===== src/rtl/cp0_random.sv =====
// cp0_random: CP0 Random register (reg 1), the replacement index source for tlbwr
module cp0_random #(
    parameter int ENTRIES = 16,
    parameter int IDX_W = 4
) (
    input  logic             clk,
    input  logic             rst,
    input  logic             en,
    input  logic             wired_we,
    input  logic [31:0]      wired_q,
    input  logic             tlbwr,
    output logic [31:0]      random_q,
    output logic             tlbwr_ack,
    output logic [IDX_W-1:0] tlbwr_index
);
    localparam logic [IDX_W-1:0] TOP = IDX_W'(ENTRIES - 1);
    logic [IDX_W-1:0] rnd_q, rnd_d, idx_q, idx_d;
    logic ack_q, ack_d;
    logic [4:0] w;
    logic wrap;
    logic unused_wired;
    assign unused_wired = ^wired_q[31:4];
    assign w = {1'b0, wired_q[3:0]};
    assign wrap = (w >= 5'(ENTRIES)) || (5'(rnd_q) <= w);
    // Wired write reloads even when stalled; tlbwr captures the pre-update Random
    always_comb begin
        rnd_d = wired_we ? TOP : !en ? rnd_q : wrap ? TOP : rnd_q - 1'b1;
        ack_d = en && tlbwr;
        idx_d = ack_d ? rnd_q : idx_q;
    end
    // State registers, asynchronously reset
    always_ff @(posedge clk or posedge rst) begin
        if (rst) begin
            rnd_q <= TOP;
            ack_q <= 1'b0;
            idx_q <= '0;
        end else begin
            rnd_q <= rnd_d;
            ack_q <= ack_d;
            idx_q <= idx_d;
        end
    end
    assign random_q = {{(32-IDX_W){1'b0}}, rnd_q};
    assign tlbwr_ack = ack_q;
    assign tlbwr_index = idx_q;
endmodule


===== config.mk =====
export PLATFORM = sky130hd
export DESIGN_NAME = cp0_random
export DESIGN_NICKNAME = d
export VERILOG_FILES = /design/src/rtl/cp0_random.sv
export SDC_FILE = /design/constraint.sdc
export NUM_CORES = 1
export LEC_CHECK = 0
export ABC_CLOCK_PERIOD_IN_PS = 1830
export CORE_ASPECT_RATIO = 1.4
export CORE_UTILIZATION = 35
export DETAILED_ROUTE_END_ITERATION = 7
export DONT_BUFFER_PORTS = 1
export PLACE_DENSITY = 0.47
export SYNTH_ARGS = -nofsm -noshare
export SYNTH_HDL_FRONTEND = slang
export SYNTH_SLANG_ARGS = --single-unit

===== constraint.sdc =====
create_clock -name clk -period 1.83 [get_ports clk]
set_input_delay 0.183 -clock clk [delete_from_list [all_inputs] [get_ports clk]]
set_output_delay 0.183 -clock clk [all_outputs]
set_load 0.005 [all_outputs]

==> results.sh, run 1 <==
export IMPL_synth_top_area_share_pct=29.63
export IMPL_syn_mean_instance_area_um2=9.213
export IMPL_grt_pass1_wl_um=1449
export IMPL_switchingPower_uw=107.9
export IMPL_p_per_area_mw_per_mm2=624.1
export IMPL_synth_area_leaders="buf_4 (30%), dfrtp_1 (18%), dfstp_2 (15%), ha_1 (8.8%), inv_1 (4.2%)"
export IMPL_cts_tree="yes"
export IMPL_hold_viol_final=0
export IMPL_crit_required_ns=1.98
export IMPL_grt_pass1_vias=325
export IMPL_skew_ns=0.005568
export IMPL_cp_slowest_stage_delay_ns=0.57
export IMPL_first_pass_iters=2
export IMPL_via_count=426
export IMPL_fin_cells=103
export IMPL_htreeDepth=1
export IMPL_p_comb_share_pct=14.1
export IMPL_worstSetupStartpointType="flip-flop"
export IMPL_drt_iter0_drc=2
export IMPL_fin_crit_sh_pct=89.13
export IMPL_crit_cells=5
export IMPL_drive_gt1_share_pct=14.46
export IMPL_endpoint_kind="flip-flop"
export IMPL_track_usage_pct=8.994
export IMPL_r2r_setup_slack_ns=0.20
export IMPL_wire_per_inst_um=9.903
export IMPL_fmax_ghz=0.6131
export IMPL_p_leak_uw=0.0003649
export IMPL_critPathArrivalTime_ns=1.78
export IMPL_setup_viol=0
export IMPL_cp_max_fo=4
export IMPL_antenna_left=0
export IMPL_fill_cells=195
export IMPL_die_h_um=55.27
export IMPL_fin_crit_ns=1.631
export IMPL_crit_end="rnd_q[3]"
export IMPL_timing_setup_tns_ns=0
export IMPL_hold_class="input pin to flip-flop"
export IMPL_grt_max_degree=10
export IMPL_critPathKind="flip-flop to flip-flop"
export IMPL_r2r_start="rnd_q[0]"
export IMPL_drv_slew=0
export IMPL_n_antenna_cell=0
export IMPL_max_cap_violations=0
export IMPL_crit_path_start="rnd_q[0]"
export IMPL_cts_buffers=3
export IMPL_ir_drop_mv=0.1901
export IMPL_switching_share_pct=25.45
export IMPL_min_path_cells=2
export IMPL_syn2layout_area_growth_pct=-4.233
export IMPL_gp_congestion=0.7331
export IMPL_nets=126
export IMPL_antenna_found_initial=0
export IMPL_die_w_um=40.05
export IMPL_multiInputGateArea_um2=340.3
export IMPL_synth_edff_count=0
export IMPL_initial_utilization_pct=38.89
export IMPL_rsz0062_at_grt="false"
export IMPL_grt_overflow=0
export IMPL_synth_seq_area_share_pct=32.45
export IMPL_cpMaxStageDelayCell="dfstp_2"
export IMPL_reg2reg_to="rnd_q[3]"
export IMPL_finalWirelength_um=1020
export IMPL_viasPerCell=4.136
export IMPL_ios=74
export IMPL_crit_buf_inv=1
export IMPL_drcViolationCount=0
export IMPL_cts_root_buffer="clkbuf_4"
export IMPL_dp_cells=97
export IMPL_async_reset_ff_share_pct=100.0
export IMPL_pwr_share_clk_pct=33.7
export IMPL_yosysMostFrequentCell="buf_4"
export IMPL_seq_area_um2=230.2
export IMPL_clkSinkCount=9
export IMPL_num_rows=18
export IMPL_synthDistinctLibCells=19
export IMPL_syn_inst=77
export IMPL_clk_pin_slew_worst_paths_ns=0.06
export IMPL_die_area_mm2=0.002214
export IMPL_core_area_mm2=0.001824
export IMPL_yosysTopAreaCell="buf_4"
export IMPL_worst_r2r_cell_count=5
export IMPL_clk_latency_ns=0.25
export IMPL_crit_family="flip-flops"
export IMPL_yosys_register_bits=9
export IMPL_pwr_share_seq_pct=52.2
export IMPL_ys_warn_count=0
export IMPL_synth_top_cells_by_count="buf_4 (28), inv_1 (8), dfrtp_1 (5), ha_1 (5), dfstp_2 (4)"
export IMPL_p_int_uw=316.1
export IMPL_run_status="finished clean"
export IMPL_place_hpwl_um=843
export IMPL_ys_flop_type="dfrtp_1"
export IMPL_syn_area_um2=709.4
export IMPL_cts_path_max_buffers=2
export IMPL_numPortBuffers=0
export IMPL_worstPathCellList="inv_1, ha_1, and4_1, a21oi_1, a31oi_1"
==> worst reg2reg max path, stage by stage, from the launching register on <==
cell	delay [ns]
dfstp_2	0.57
inv_1	0.10
ha_1	0.28
and4_1	0.17
a21oi_1	0.28
a31oi_1	0.13
==> worst min-delay path by stage <==
stage	to	start	slack, ns
floorplan	tlbwr_ack	rst	0.008
finish	rnd_q[2]	wired_we	0.05
global placement	tlbwr_ack	rst	0.05
global route	tlbwr_ack	tlbwr	0.06
CTS	rnd_q[2]	wired_we	0.05
detailed placement	tlbwr_ack	rst	0.05
==> metal layers <==
layer | track usage, % | share of wire (%) | vias up
met3 | 2.811 | 7.9 | 0
met5 | 0 | 0 | -
met4 | 4.433 | 0 | 0
li1 | - | - | 209
met1 | 11.17 | 40 | 195
met2 | 13.36 | 52 | 22
==> state kept, by name, summed over array words and instances (netlist names) <==
register	cells
rnd_q	4
tlbwr_index	4
tlbwr_ack	1
==> layout by cell type, fill, tap and decap left out, drive strengths merged <==
cell type,instances
a21oi,2
a31oi,3
and4,1
buf,1
clkbuf,4
conb,28
dfrtp,5
dfstp,4
dlygate4sd3,2
ha,5
inv,8
mux2,2
nand2,4
nor2,3
nor2b,1
nor3,4
o211ai,1
o21ai,3
xnor2,2
==> metrics by stage <==
| stage | cell area [µm²] | power, µW | hold slack (ns) | setup slack [ns] | utilization (%) |
|---|---|---|---|---|---|
| 3_3_place_gp | 633.1 | 280.1 | 0.04828 | 0.2112 | 34.71 |
| 4_1_cts | 679.4 | 432.5 | 0.04741 | 0.1766 | 37.24 |
| 2_1_floorplan | 810.8 | 312.6 | 0.008055 | 0.3983 | - |
| 5_1_grt | 679.4 | 459.1 | 0.06358 | 0.07756 | 37.24 |
| 3_5_place_dp | 633.1 | 281.7 | 0.04654 | 0.1960 | 34.71 |
| 6_report | 679.4 | 424.0 | 0.05488 | 0.1989 | 37.24 |
==> cells by family (layout without fill, tap and decap cells) <==
logic type,count (synthesis),in the layout,synth area share [%]
fa+ha+maj,5,5,8.818
xor+xnor,2,2,2.470
compound gates,9,9,7.231
buf+inv,36,15,33.86
mux,2,2,4.233
flops,9,9,32.45
other cells,1,28,0.5286
simple gates,13,13,10.41
==> timing repair <==
item | in CTS | in global routing
gates resized for setup | 0 | 0
setup buffers | 0 | 0
hold buffers | 2 | 0
hold endpoints to repair | 6 | 0
==> power groups by stage <==
stage | registers [µW] | logic (µW) | clock network, µW
floorplan | 224 | 89.0 | 0
global placement | 225 | 55.4 | 0
detailed placement | 225 | 56.5 | 0
CTS | 222 | 60.1 | 150
global route | 224 | 71.2 | 164
finish | 222 | 59.6 | 143
==> layout make-up <==
cell class,instances,share of cell area [%]
clock buffer,4,3.867
inverter,8,4.420
multi-input combinational,59,50.09
sequential,9,33.89
tap,20,3.683
timing repair buffer,3,4.052
Note: power is estimated with default switching activity, not from simulation.
==> run 2: changes to the inputs <==
--- a/config.mk
+++ b/config.mk
@@ -7,10 +7,11 @@
 export LEC_CHECK = 0
 export ABC_CLOCK_PERIOD_IN_PS = 1830
 export CORE_ASPECT_RATIO = 1.4
-export CORE_UTILIZATION = 35
+export CORE_UTILIZATION = 30
 export DETAILED_ROUTE_END_ITERATION = 7
 export DONT_BUFFER_PORTS = 1
-export PLACE_DENSITY = 0.47
+export GPL_TIMING_DRIVEN = 0
+export PLACE_DENSITY = 0.42
 export SYNTH_ARGS = -nofsm -noshare
 export SYNTH_HDL_FRONTEND = slang
 export SYNTH_SLANG_ARGS = --single-unit
==> results.sh, run 2 (synthesized netlist as in run 1, its figures left out) <==
export IMPL_skew_ns=0.0008908
export IMPL_hold_viol_final=0
export IMPL_worstSetupStartpointType="flip-flop"
export IMPL_fill_cells=232
export IMPL_critPathKind="flip-flop to flip-flop"
export IMPL_r2r_setup_slack_ns=0.21
export IMPL_pwr_share_clk_pct=31.0
export IMPL_ir_drop_mv=0.1472
export IMPL_drive_gt1_share_pct=35.45
export IMPL_drcViolationCount=0
export IMPL_crit_path_start="rnd_q[0]"
export IMPL_fin_crit_ns=1.616
export IMPL_hold_class="input pin to flip-flop"
export IMPL_initial_utilization_pct=32.22
export IMPL_clk_latency_ns=0.25
export IMPL_crit_required_ns=1.99
export IMPL_p_leak_uw=0.0005136
export IMPL_dp_cells=126
export IMPL_final_util_pct=40.17
export IMPL_grt_pass1_vias=450
export IMPL_die_w_um=43.10
export IMPL_wire_per_inst_um=8.697
export IMPL_r2r_start="rnd_q[0]"
export IMPL_run_status="finished clean"
export IMPL_cts_root_buffer="clkbuf_4"
export IMPL_p_comb_share_pct=21.6
export IMPL_numPortBuffers=0
export IMPL_grt_overflow=0
export IMPL_core_area_mm2=0.002202
export IMPL_antenna_left=0
export IMPL_min_path_cells=2
export IMPL_switching_share_pct=24.84
export IMPL_timing_setup_tns_ns=0
export IMPL_first_pass_iters=4
export IMPL_reg2reg_to="rnd_q[3]"
export IMPL_ios=74
export IMPL_die_area_mm2=0.002566
export IMPL_antenna_found_initial=0
export IMPL_post_cts_setup_buffer_count=0
export IMPL_via_count=497
export IMPL_finalWirelength_um=1148
export IMPL_grt_pass1_wl_um=1828
export IMPL_pwr_share_seq_pct=47.5
export IMPL_n_antenna_cell=0
export IMPL_track_usage_pct=9.553
export IMPL_critPathArrivalTime_ns=1.78
export IMPL_num_rows=20
export IMPL_cts_path_max_buffers=2
export IMPL_p_per_area_mw_per_mm2=529.8
export IMPL_max_cap_violations=0
export IMPL_setup_viol=0
export IMPL_drv_slew=0
export IMPL_clk_pin_slew_worst_paths_ns=0.06
export IMPL_nets=153
export IMPL_worst_r2r_cell_count=5
export IMPL_cts_buffers=3
export IMPL_drt_iter0_drc=8
export IMPL_cts_tree="yes"
export IMPL_htreeDepth=1
export IMPL_fin_cells=132
export IMPL_die_h_um=59.54
export IMPL_switchingPower_uw=116.4
export IMPL_endpoint_kind="flip-flop"
export IMPL_grt_max_degree=10
export IMPL_syn2layout_area_growth_pct=24.69
export IMPL_most_common_layout_cells="buf_4 (28), conb_1 (28), inv_1 (8)"
export IMPL_fmax_ghz=0.6187
export IMPL_placed_cell_area_um2=838.3
export IMPL_rsz0062_at_grt="false"
export IMPL_cp_max_fo=4
export IMPL_fin_crit_sh_pct=88.32
export IMPL_whs_endpoint="rnd_q[2]"
export IMPL_place_hpwl_um=986.9
export IMPL_clkSinkCount=9
export IMPL_viasPerCell=3.765
export IMPL_gp_congestion=0.6572
export IMPL_p_int_uw=352.3
export IMPL_cts_resized_gates=0
export IMPL_holdBufCountCts=2
export IMPL_design_area_um2=884.6
export IMPL_min_from="wired_we"
run 2: changes by cell type in the layout (fill, tap and decap cells not counted):
cell,delta
buf_4,+27
run 2: worst max-delay path: stages (launching register included):
cell and delay (ns):
dfstp_2 0.57, inv_1 0.10, ha_1 0.27, and4_1 0.17
a21oi_1 0.26, a31oi_1 0.15
run 2: cell type report:
cell class / count / area, µm² / area share (%)
buffer: 28 / 210.2 / 23.76
multi-input combinational: 59 / 340.3 / 38.47
tap: 22 / 27.53 / 3.112
timing repair buffer: 2 / 20.02 / 2.263
sequential: 9 / 230.2 / 26.03
inverter: 8 / 30.03 / 3.395
clock buffer: 4 / 26.28 / 2.970
run 2: power groups by stage:
stage / Combinational [µW] / Sequential (µW) / Clock, µW
2_1_floorplan: 89.0 / 224 / 0
3_3_place_gp: 95.7 / 226 / 0
3_5_place_dp: 96.5 / 226 / 0
4_1_cts: 100 / 223 / 154
5_1_grt: 119 / 224 / 170
6_report: 101 / 222 / 145
run 2: worst max-delay path by stage:
stage,end,slack [ns],cells past startpoint
2_1_floorplan,rnd_q[0],0.40,5
3_3_place_gp,rnd_q[3],0.23,5
3_5_place_dp,rnd_q[3],0.21,5
4_1_cts,rnd_q[3],0.19,5
5_1_grt,rnd_q[0],0.07,5
6_report,rnd_q[3],0.21,5
run 2: stage by stage:
step                hold slack (ns)  total power, µW  worst slack, ns
detailed placement          0.04976            322.7           0.2074
finish                      0.05195            468.7           0.2138
global route                0.03757            513.2          0.07346
CTS                         0.04412            477.7           0.1886
floorplan                  0.008055            312.6           0.3983
global placement            0.04354            321.7           0.2286
run 2: routing by layer:
metal  global-route usage, %  up-vias  routed length [µm]  part of all wire (%)
met5                       0        -                   0                     0
met4                   6.494        0                  17                   1.5
met3                   2.744        2                  82                   7.1
met2                   15.99       24                 609                    53
met1                   10.20      212                 439                    38
li1                        -      259                   -                     -
